<file path="config.mk">
export PLATFORM = sky130hd
export DESIGN_NAME = matvec_stream_controller_flat
export DESIGN_NICKNAME = d
export VERILOG_FILES = /design/src/rtl/matvec_stream_controller_if.sv /design/src/rtl/matvec_stream_controller.sv /design/src/flat_wrapper.sv
export SDC_FILE = /design/constraint.sdc
export NUM_CORES = 1
export LEC_CHECK = 0
export ABC_AREA = 1
export CORE_AREA = 2 2 329 331
export CTS_BUF_LIST = sky130_fd_sc_hd__clkbuf_4
export DETAILED_ROUTE_END_ITERATION = 8
export DIE_AREA = 0 0 331 333
export HOLD_SLACK_MARGIN = 0.12
export PLACE_DENSITY = 0.61
export SLEW_MARGIN = 20
export SYNTH_ARGS = -nofsm -noshare
export SYNTH_HDL_FRONTEND = slang
export SYNTH_SLANG_ARGS = --single-unit
</file>
<file path="constraint.sdc">
create_clock -name clk -period 23.2 [get_ports clk]
set_input_delay 2.32 -clock clk [delete_from_list [all_inputs] [get_ports clk]]
set_output_delay 2.32 -clock clk [all_outputs]
set_load 0.05 [all_outputs]
</file>
<file path="src/rtl/matvec_stream_controller_if.sv">
// Stream and multiplier-operand bundle for matvec_stream_controller.
// Master side is the controller; slave side is the surrounding datapath and multiplier.
// Parameters must match the controller instance that uses it.
interface matvec_stream_controller_if #(
  parameter int N     = 32,
  parameter int LEN   = 4,
  parameter int WIDTH = 4
);
  // serial operand input
  logic                             in_valid;
  logic                             in_ready;
  logic [N-1:0]                     in_data;
  // serial result output
  logic                             out_valid;
  logic                             out_ready;
  logic [N-1:0]                     out_data;
  logic                             out_last;
  logic                             busy;
  // wide ports toward the combinational multiplier
  logic [LEN-1:0][N-1:0]            mm_vector;
  logic [WIDTH-1:0][LEN-1:0][N-1:0] mm_matrix;
  logic [WIDTH-1:0][N-1:0]          mm_result;

  modport master (
    input  in_valid, in_data, out_ready, mm_result,
    output in_ready, out_valid, out_data, out_last, busy, mm_vector, mm_matrix
  );

  modport slave (
    output in_valid, in_data, out_ready, mm_result,
    input  in_ready, out_valid, out_data, out_last, busy, mm_vector, mm_matrix
  );
endinterface

</file>
<file path="src/rtl/matvec_stream_controller.sv">
// Serial-to-parallel front end and parallel-to-serial back end for the matrix-vector multiplier.
// Latency: result word 0 valid CALC_CYCLES edges after the last operand word is accepted.
// Backpressure: input stalls through COMPUTE/DRAIN; output holds data/last/index while out_ready is low.
module matvec_stream_controller #(
  parameter int N           = 32,
  parameter int LEN         = 4,
  parameter int WIDTH       = 4,
  parameter int CALC_CYCLES = 1
) (
  input logic                       clk,
  input logic                       reset,
  matvec_stream_controller_if.master bus
);

  localparam int T  = LEN * (WIDTH + 1);
  localparam int LW = (T > 1) ? $clog2(T) : 1;
  localparam int CW = (CALC_CYCLES > 1) ? $clog2(CALC_CYCLES) : 1;
  localparam int IW = (WIDTH > 1) ? $clog2(WIDTH) : 1;

  localparam logic [1:0] ST_LOAD    = 2'd0;
  localparam logic [1:0] ST_COMPUTE = 2'd1;
  localparam logic [1:0] ST_DRAIN   = 2'd2;

  localparam logic [LW-1:0] LOAD_LAST = LW'(T - 1);
  localparam logic [CW-1:0] CALC_LAST = CW'(CALC_CYCLES - 1);
  localparam logic [IW-1:0] IDX_LAST  = IW'(WIDTH - 1);

  logic [1:0]                       state_q, state_d;
  logic [LW-1:0]                    load_cnt_q, load_cnt_d;
  logic [CW-1:0]                    calc_cnt_q, calc_cnt_d;
  logic [IW-1:0]                    idx_q, idx_d;
  logic [LEN-1:0][N-1:0]            vec_q, vec_d;
  logic [WIDTH-1:0][LEN-1:0][N-1:0] mat_q, mat_d;
  logic [WIDTH-1:0][N-1:0]          result_q, result_d;

  logic in_fire;
  logic out_fire;

  // ready/valid are pure state decodes, so the handshakes reduce to state plus the peer's strobe
  assign in_fire  = (state_q == ST_LOAD)  && bus.in_valid;
  assign out_fire = (state_q == ST_DRAIN) && bus.out_ready;

  // Route the accepted word into its operand slot: vector first, then matrix row-major
  always_comb begin
    vec_d = vec_q;
    mat_d = mat_q;
    if (in_fire) begin
      for (int c = 0; c < LEN; c++) begin
        if (load_cnt_q == LW'(c)) vec_d[c] = bus.in_data;
      end
      for (int r = 0; r < WIDTH; r++) begin
        for (int c = 0; c < LEN; c++) begin
          if (load_cnt_q == LW'(LEN + r * LEN + c)) mat_d[r][c] = bus.in_data;
        end
      end
    end
  end

  // Job sequencing: LOAD -> COMPUTE -> DRAIN -> LOAD
  always_comb begin
    state_d    = state_q;
    load_cnt_d = load_cnt_q;
    calc_cnt_d = calc_cnt_q;
    idx_d      = idx_q;
    result_d   = result_q;
    case (state_q)
      ST_LOAD: begin
        if (in_fire) begin
          if (load_cnt_q == LOAD_LAST) begin
            load_cnt_d = '0;
            calc_cnt_d = '0;
            state_d    = ST_COMPUTE;
          end else begin
            load_cnt_d = load_cnt_q + LW'(1);
          end
        end
      end
      ST_COMPUTE: begin
        // operands have been stable for CALC_CYCLES cycles on this edge
        if (calc_cnt_q == CALC_LAST) begin
          result_d = bus.mm_result;
          idx_d    = '0;
          state_d  = ST_DRAIN;
        end else begin
          calc_cnt_d = calc_cnt_q + CW'(1);
        end
      end
      ST_DRAIN: begin
        if (out_fire) begin
          if (idx_q == IDX_LAST) begin
            idx_d   = '0;
            state_d = ST_LOAD;
          end else begin
            idx_d = idx_q + IW'(1);
          end
        end
      end
      default: begin
        state_d = ST_LOAD;
      end
    endcase
  end

  // State and datapath registers; reset discards any partial load or undrained result
  always_ff @(posedge clk or posedge reset) begin
    if (reset) begin
      state_q    <= ST_LOAD;
      load_cnt_q <= '0;
      calc_cnt_q <= '0;
      idx_q      <= '0;
      vec_q      <= '0;
      mat_q      <= '0;
      result_q   <= '0;
    end else begin
      state_q    <= state_d;
      load_cnt_q <= load_cnt_d;
      calc_cnt_q <= calc_cnt_d;
      idx_q      <= idx_d;
      vec_q      <= vec_d;
      mat_q      <= mat_d;
      result_q   <= result_d;
    end
  end

  assign bus.in_ready  = (state_q == ST_LOAD);
  assign bus.out_valid = (state_q == ST_DRAIN);
  assign bus.busy      = (state_q == ST_COMPUTE) || (state_q == ST_DRAIN);
  assign bus.out_last  = (state_q == ST_DRAIN) && (idx_q == IDX_LAST);
  // zero outside DRAIN so the output bus is quiet between jobs
  assign bus.out_data  = (state_q == ST_DRAIN) ? result_q[idx_q] : '0;
  assign bus.mm_vector = vec_q;
  assign bus.mm_matrix = mat_q;

endmodule

</file>
<file path="src/flat_wrapper.sv">
// flat-port wrapper written by rule: the top's interface ports become plain ports
module matvec_stream_controller_flat 
#(
  parameter int N           = 32,
  parameter int LEN         = 4,
  parameter int WIDTH       = 4,
  parameter int CALC_CYCLES = 1
)
  (clk, reset, bus_in_valid, bus_in_data, bus_out_ready, bus_mm_result, bus_in_ready, bus_out_valid, bus_out_data, bus_out_last, bus_busy, bus_mm_vector, bus_mm_matrix);
  matvec_stream_controller_if #(.N(N), .LEN(LEN), .WIDTH(WIDTH)) bus_i ();
  input logic clk;
  input logic reset;
  input wire logic [$bits(bus_i.in_valid)-1:0] bus_in_valid;
  input wire logic [$bits(bus_i.in_data)-1:0] bus_in_data;
  input wire logic [$bits(bus_i.out_ready)-1:0] bus_out_ready;
  input wire logic [$bits(bus_i.mm_result)-1:0] bus_mm_result;
  output wire logic [$bits(bus_i.in_ready)-1:0] bus_in_ready;
  output wire logic [$bits(bus_i.out_valid)-1:0] bus_out_valid;
  output wire logic [$bits(bus_i.out_data)-1:0] bus_out_data;
  output wire logic [$bits(bus_i.out_last)-1:0] bus_out_last;
  output wire logic [$bits(bus_i.busy)-1:0] bus_busy;
  output wire logic [$bits(bus_i.mm_vector)-1:0] bus_mm_vector;
  output wire logic [$bits(bus_i.mm_matrix)-1:0] bus_mm_matrix;
  assign bus_i.in_valid = bus_in_valid;
  assign bus_i.in_data = bus_in_data;
  assign bus_i.out_ready = bus_out_ready;
  assign bus_i.mm_result = bus_mm_result;
  assign bus_in_ready = bus_i.in_ready;
  assign bus_out_valid = bus_i.out_valid;
  assign bus_out_data = bus_i.out_data;
  assign bus_out_last = bus_i.out_last;
  assign bus_busy = bus_i.busy;
  assign bus_mm_vector = bus_i.mm_vector;
  assign bus_mm_matrix = bus_i.mm_matrix;
  matvec_stream_controller #(.N(N), .LEN(LEN), .WIDTH(WIDTH), .CALC_CYCLES(CALC_CYCLES)) u_core (.clk(clk), .reset(reset), .bus(bus_i));
endmodule
</file>
# Word level (Yosys, flattened, before mapping)
# Index checks and enable logic that the tools add are counted.
# word_totals
output_inout_bits	676
register_bits	778
word_cells	111
# classes
magnitude_cmp	1
n_reduce_logical	33
bitwise	1
n_eq_ne	27
n_addsub	3
n_mux	18
# op_table
cell	count
$bmux 32 s2	1
$mux 32	2
$reduce_and 2->1	22
$eq 5x4->1 const B	8
$eq 5x3->1 const B	4
$eq 5x5->1 const B	4
$mux 2	8
$eq 5x2->1 const B	2
$ne 2x1->1 const B	4
$pmux 2 s3	1
$reduce_and 3->1	2
$add 5x1->5 const B	1
$eq 5x1->1 const B	1
$logic_not 5->1	1
$mux 5	1
$reduce_and 5->1	1
$eq 2x2->1 const B	2
$pmux 2 s2	1
$reduce_bool 2->1	2
$logic_and 1x1->1	3
$lt 2x3->1 const B	1
$mux 1	3
$add 2x1->2 const B	1
$eq 2x1->1 const B	1
6 further kinds	6

# Depth between registers and ports, before layout
# Gate-level depths: netlist of run 1.
# depth
ltp_word	4
depth_mapped	9
ltp_nobuf	8

# Worst setup path after synthesis of run 1
# Ideal clock, no wire load.
# synth_path
kind	reg2out
startpoint	register u_core.state_q[0]
endpoint	output bus_out_data[10]
stages_incl_launch_ff	6
path_buffers	1
t_arrival_ns	2.217
setup_slack_ns	18.663
cell_sequence	dfrtp_1 > inv_1 > ha_1 > inv_1 > clkbuf_1 > a21oi_1
# synth_via
elab_chain_cells	2
# synth_lines
element	line	source
start, declared	matvec_stream_controller.sv:28	logic [1:0] state_q, state_d;
start signal, assigned	matvec_stream_controller.sv:115	state_q <= state_d;
$eq 2x2->1	n/a	
net bus_out_valid	flat_wrapper.sv:18	output wire logic [$bits(bus_i.out_valid)-1:0] bus_out_valid;
$mux 32	matvec_stream_controller.sv:130	assign bus.out_data = (state_q == ST_DRAIN) ? result_q[idx_q] : '0;
end, declared	flat_wrapper.sv:19	output wire logic [$bits(bus_i.out_data)-1:0] bus_out_data;
# The timed path passes the listed nets, and every way through them passes these cells.

==> flow_metrics.tcl, run 1 <==
set metrics [dict create \
    grt.total_usage_pct 20.2 \
    routed_via_density 4.54 \
    ir_drop_uv 104 \
    use_met2_pct 33.4 \
    crit_path_start "reset" \
    start_kind "input port" \
    use_met1_pct 23.6 \
    r2r_start "u_core.state_q[0]$_DFFE_PP0P_" \
    grt_pass1_wl_um 163000 \
    seq_area_frac_synth_pct 65.6 \
    cts_resized 0 \
    finalHoldViolCount 0 \
    slew_headroom_pct 22.2 \
    rsz0062_at_grt "no" \
    rows 120 \
    hp-class "register to register" \
    cp.required_ns 24.25 \
    drive_above_1_share_pct 11.2 \
    grt_start_max_net_pins 178 \
    area_growth_pct 39.9 \
    worst_slack_ns 16.96 \
    antenna_found_initial 8 \
    fin_crit_ns 6.24 \
    end_kind "asynchronous set/reset pin" \
    cts.reportedPaths.clkPinSlew_ns 0.06 \
    whs_endpoint "u_core.result_q[11]$_DFFE_PP0P_" \
    die_area_um2 110000 \
    fill_cells 10700 \
    dp_cells 5014 \
    nets 3994 \
    dieHeight_um 333 \
    core_um2 107000 \
    cap_violations 0 \
    fin_crit_sh_pct 26.9 \
    setup_viol 0 \
    met3_usage_pct 7.01 \
    cp_num_buf_inv 7 \
    cts_tree "done" \
    gp_congestion 0.801 \
    timing.rr.end "u_core.bus.mm_matrix[259]$_DFFE_PP0P_" \
    postCtsHoldBufs 0 \
    fin_worst_skew_ns 0.0544 \
    pre_cts_ws_ns 15.69 \
    path_cells "clkdlybuf4s50_1 -> clkinvlp_4 -> buf_4 -> buf_4 -> buf_4 -> buf_4 -> buf_4" \
    routedWlPerCell_um 21.1 \
    cts_setup_buffers 0 \
    drv_slew 0 \
    vias 24400 \
    cpPeakStageDelay_ns 0.83 \
    clk_latency_ns 1.06 \
    dp_hpwl_um 75200 \
    r2r_slack_ns 20.12 \
    start_util_pct 27.8 \
    cp_common_cell "buf_4" \
    synth_top_area_cell "dfrtp_1" \
    tns_ns 0 \
    slowest_stage "buf_4" \
    r2r_cells 7 \
    path_max_fanout 71 \
    crit_type "input port to asynchronous set/reset pin" \
    power.density_nw_per_um2 174 \
    pin_count 840 \
    cts_sinks 777 \
    p_leak_uw 0.0187 \
    drtIter0Drc 1604 \
    yosys-top-cells-area "dfrtp_1 66%, nand2_1 12%, o21ai_0 8.7%" \
    power.total_uw 7220 \
    busiest_layer "met2" \
    critPathTopFamily "buffers and inverters" \
    antenna_left 0 \
    synth_top_area_share_pct 65.6 \
    routed_wl_um 113000 \
    final_cells 5373 \
    ys_types 29 \
    postSynthCellCount 2972 \
    arrival_ns 7.29 \
    drc_errors 0 \
    ys_ff_latch 777 \
    syn_nets 3145 \
    cts_root_buf "clkbuf_4" \
    hp-start "u_core.result_q[11]$_DFFE_PP0P_" \
    area.sequential_um2 19400 \
    io_buffers 839 \
    clockBufferDepth 3 \
    syn_area_per_cell_um2 9.97 \
    dr.pass1.iters 5 \
    h-tree-depth 4 \
    grt_overflow_total 0 \
    die_w_um 331 \
    multi_input_area_um2 8490 \
    outcome "completed" \
    cts_buffers 207 \
    tightest_slew_ns 1.17 \
    grt_pass1_vias 24200 \
    whs_path_depth 2 \
    syn_area_um2 29600 \
    fmax_mhz 160 \
    synth_warnings 0 \
]
-- placed cells by master, fill, tap and decap left out, types with 8 or more instances in the layout --
cell             Yosys  routed
nand2_1            917     915
o21ai_0            516     516
inv_2                3       9
a21oi_1             97      97
nand3_4             11      11
ha_1                 9       8
clkinv_1             0      27
o21ai_1            221     221
clkbuf_4             0     309
o21ai_2             37      37
dfrtp_1            777     776
buf_4                3      37
clkdlybuf4s50_1      0     839
inv_1              116     108
-- synth_stat cells (all sizes together) --
master,number
nand2,925
inv,119
o22ai,1
dfrtp,777
o21ai,774
buf,107
nand4,3
nor2,11
or2,1
ha,9
nand3,16
xor2,1
clkbuf,131
a21oi,97
-- area by class of cell --
cell class	count	share of cell area [%]
sequential	777	46.9
timing repair buffer	878	21.0
multi-input combinational	1838	20.5
inverter	119	1.09
clock inverter	43	0.595
clock buffer	309	5.60
antenna	6	0.0362
tap	1403	4.24
-- metal layers --
layer / part of all wire [%] / vias up
li1: - / 11500
met1: 40 / 11700
met2: 48 / 1011
met3: 8.8 / 200
met4: 3.6 / 2
met5: 0.0079 / -
-- where the power goes --
part | switching, uW | internal [uW]
registers | 316 | 1940
logic | 2640 | 1120
clock network | 584 | 617
-- cells by family after synthesis --
| logic type | count (synthesis) | share of synthesized area [%] |
|---|---|---|
| flip-flops | 777 | 65.6 |
| adder cells (fa/ha/maj) | 9 | 0.380 |
| AND/OR/NAND/NOR | 956 | 13.0 |
| buffers and inverters | 357 | 5.80 |
| AO/OA/AOI/OAI | 872 | 15.2 |
| XOR/XNOR | 1 | 0.0296 |
-- worst min-delay path, stage by stage, from the launching register on --
cell and delay, ns:
dfrtp_1 0.34, nand2_1 0.05, nand2_1 0.05
-- per-stage QoR --
| stage | area [um2] | hold slack, ns | util [%] |
|---|---|---|---|
| after global placement | 38800 | 0.448 | 36.4 |
| after floorplan | 29600 | 0.437 | - |
| after CTS | 41400 | 0.468 | 38.8 |
| final | 41400 | 0.463 | 38.9 |
| after global routing | 41400 | 0.479 | 38.9 |
| after detailed placement | 38800 | 0.453 | 36.4 |
-- state kept, by name, summed over array words and instances (netlist names) --
signal and count:
u_core.bus.mm_matrix 512, u_core.idx_q 2, u_core.load_cnt_q 5, u_core.state_q 2, u_core.result_q 128, u_core.bus.mm_vector 128
-- worst max-delay path by stage --
| stage | cells after the start | slack, ns | endpoint |
|---|---|---|---|
| 2_1_floorplan | 1 | 10.22 | u_core.bus.mm_matrix[0]$_DFFE_PP0P_ |
| 5_1_grt | 7 | 16.35 | u_core.bus.mm_matrix[389]$_DFFE_PP0P_ |
| 4_1_cts | 7 | 16.94 | u_core.bus.mm_matrix[228]$_DFFE_PP0P_ |
| 6_report | 7 | 16.96 | u_core.bus.mm_matrix[228]$_DFFE_PP0P_ |
| 3_5_place_dp | 7 | 15.69 | u_core.bus.mm_matrix[133]$_DFFE_PP0P_ |
| 3_3_place_gp | 7 | 15.71 | u_core.bus.mm_matrix[421]$_DFFE_PP0P_ |
Note: power is estimated with default switching activity, not from simulation.
==> run 2, diff against run 1 <==
- clock period: 23.2 -> 5.1 ns (I/O delays scaled with it)
==> run 2 against run 1 <==
Wire length rose by 2.8%; first-iteration DRC count rose by 3.3%; clock-buffer cell count rose by 4; cell count rose by 2.8%.
==> flow_metrics.tcl, run 2 (synthesized netlist as in run 1, its figures left out) <==
set metrics [dict create \
    rsz0062_at_grt "no" \
    crit_path_start "u_core.idx_q[1]$_DFFE_PP0P_" \
    cts.reportedPaths.clkPinSlew_ns 0.07 \
    fin_crit_sh_pct 87.4 \
    nets 4126 \
    cts_tree "done" \
    critPathTopFamily "buffers and inverters" \
    tightest_slew_ns 1.15 \
    cap_violations 0 \
    postCtsHoldBufs 130 \
    routedWlPerCell_um 21.1 \
    dr.pass1.iters 5 \
    crit_type "register to output port" \
    area_growth_pct 45.0 \
    fmax_mhz 224 \
    fin_worst_skew_ns 0.0695 \
    grt_pass1_vias 24700 \
    path_cells "inv_1 -> buf_4 -> a21oi_1 -> o21ai_0 -> a21oi_1 -> clkdlybuf4s50_1" \
    cpPeakStageDelay_ns 0.82 \
    setup_viol 0 \
    end_kind "output port" \
    h-tree-depth 4 \
    outcome "completed" \
    die_w_um 331 \
    slew_headroom_pct 23.4 \
    start_util_pct 27.8 \
    grt_start_max_net_pins 144 \
    dp_cells 5018 \
    drtIter0Drc 1657 \
    grt_pass1_wl_um 168000 \
    rows 120 \
    grt.total_usage_pct 20.7 \
    hp-class "input port to register" \
    gp_congestion 0.900 \
    final_cells 5526 \
    cp.required_ns 4.59 \
    drv_slew 0 \
    power.density_nw_per_um2 776 \
    dp_hpwl_um 77100 \
    cts_setup_buffers 0 \
    timing.hold.ws_ns 0.268 \
    r2r_start "u_core.state_q[0]$_DFFE_PP0P_" \
    cts_sinks 777 \
    hp-start "bus_mm_result[63]" \
    antenna_found_initial 9 \
    slowest_stage "dfrtp_1" \
    antenna_left 0 \
    start_kind "register" \
    die_area_um2 110000 \
    path_max_fanout 22 \
    routed_via_density 4.52 \
    grt_overflow_total 0 \
    p_leak_uw 0.0193 \
    arrival_ns 3.95 \
    ir_drop_uv 484 \
    largest_reg_flops 512 \
    layout_commonest_cell "nand2_1" \
    routed_wl_um 116000 \
    vias 25000 \
    pin_count 840 \
    cts_resized 0 \
    dieHeight_um 333 \
    final_cell_mix "915 x nand2_1, 838 x clkdlybuf4s50_1, 776 x dfrtp_1" \
    clk_latency_ns 1.08 \
    cp_common_cell "a21oi_1" \
    io_buffers 839 \
    drive_above_1_share_pct 11.0 \
    finalHoldViolCount 0 \
    core_um2 107000 \
    cts_buffers 206 \
    clockBufferDepth 3 \
    cts_root_buf "clkbuf_4" \
    cp_num_buf_inv 3 \
    drc_errors 0 \
    fin_crit_ns 4.46 \
]
## run 2: changes by cell type in the layout (fill, tap and decap cells not counted)
cell and delta:
inv_8 -2, inv_1 -1, clkbuf_4 +4, buf_12 +5, clkinv_4 +1, clkinv_1 +8
bufinv_16 +2, clkinv_8 +3, diode_2 +7, clkdlybuf4s50_1 -1, dlygate4sd3_1 +130, clkinv_2 -2
buf_16 -1
## run 2: worst register-to-register path: stages (launching register included)
cell	delay, ns
dfrtp_1	0.42
inv_1	0.10
ha_1	0.32
nand2_2	0.21
nor2_4	0.61
nand3_4	0.87
nand2_1	0.33
o21ai_2	0.08
## run 2: final timing paths
kind	endpoint	slack [ns]	cells past startpoint
max	bus_out_data[22]	0.64	6
min	u_core.result_q[63]$_DFFE_PP0P_	0.27	3
max reg2reg	u_core.bus.mm_matrix[273]$_DFFE_PP0P_	2.03	7
min reg2reg	u_core.result_q[21]$_DFFE_PP0P_	0.47	2
max in group asynchronous	u_core.bus.mm_vector[22]$_DFFE_PP0P_	3.43	5
min in group asynchronous	u_core.bus.mm_matrix[85]$_DFFE_PP0P_	0.37	3
## run 2: layout make-up
type / count / area (um2)
tap: 1403 / 1760
inverter: 119 / 450
sequential: 777 / 19400
multi-input combinational: 1838 / 8490
fill: 10400 / 63600
antenna: 13 / 32.5
timing repair buffer: 1011 / 10100
clock inverter: 52 / 358
clock buffer: 313 / 2350
## run 2: power by group
group          switching [uW]  total (uW)  internal (uW)
clock                    2760        5720           2960
combinational           12200       17300           5150
sequential               1460       10300           8840
## run 2: metal layers
metal | share of wire, % | track usage, %
met2 | 49 | 34.7
met4 | 3.4 | 8.30
met3 | 8.2 | 6.41
met1 | 40 | 24.5
met5 | 0 | 0
## run 2: metrics by stage
stage                     setup WS, ns  setup TNS (ns)  cell area [um2]  util [%]  power (uW)
after detailed placement          1.78               0            38900      36.5       27600
after CTS                        0.510               0            42900      40.3       33600
final                            0.640               0            43000      40.3       33300
after global routing             0.324               0            43000      40.3       35000
after global placement            1.84               0            38900      36.5       27500
after floorplan                  -6.07        -4715.63            29600         -       21200
==> run 3, diff against run 2 <==
- SETUP_SLACK_MARGIN: default -> 0.1
==> results of run 3 <==
No change in the layout: final DEF, timing and power equal those of run 2.
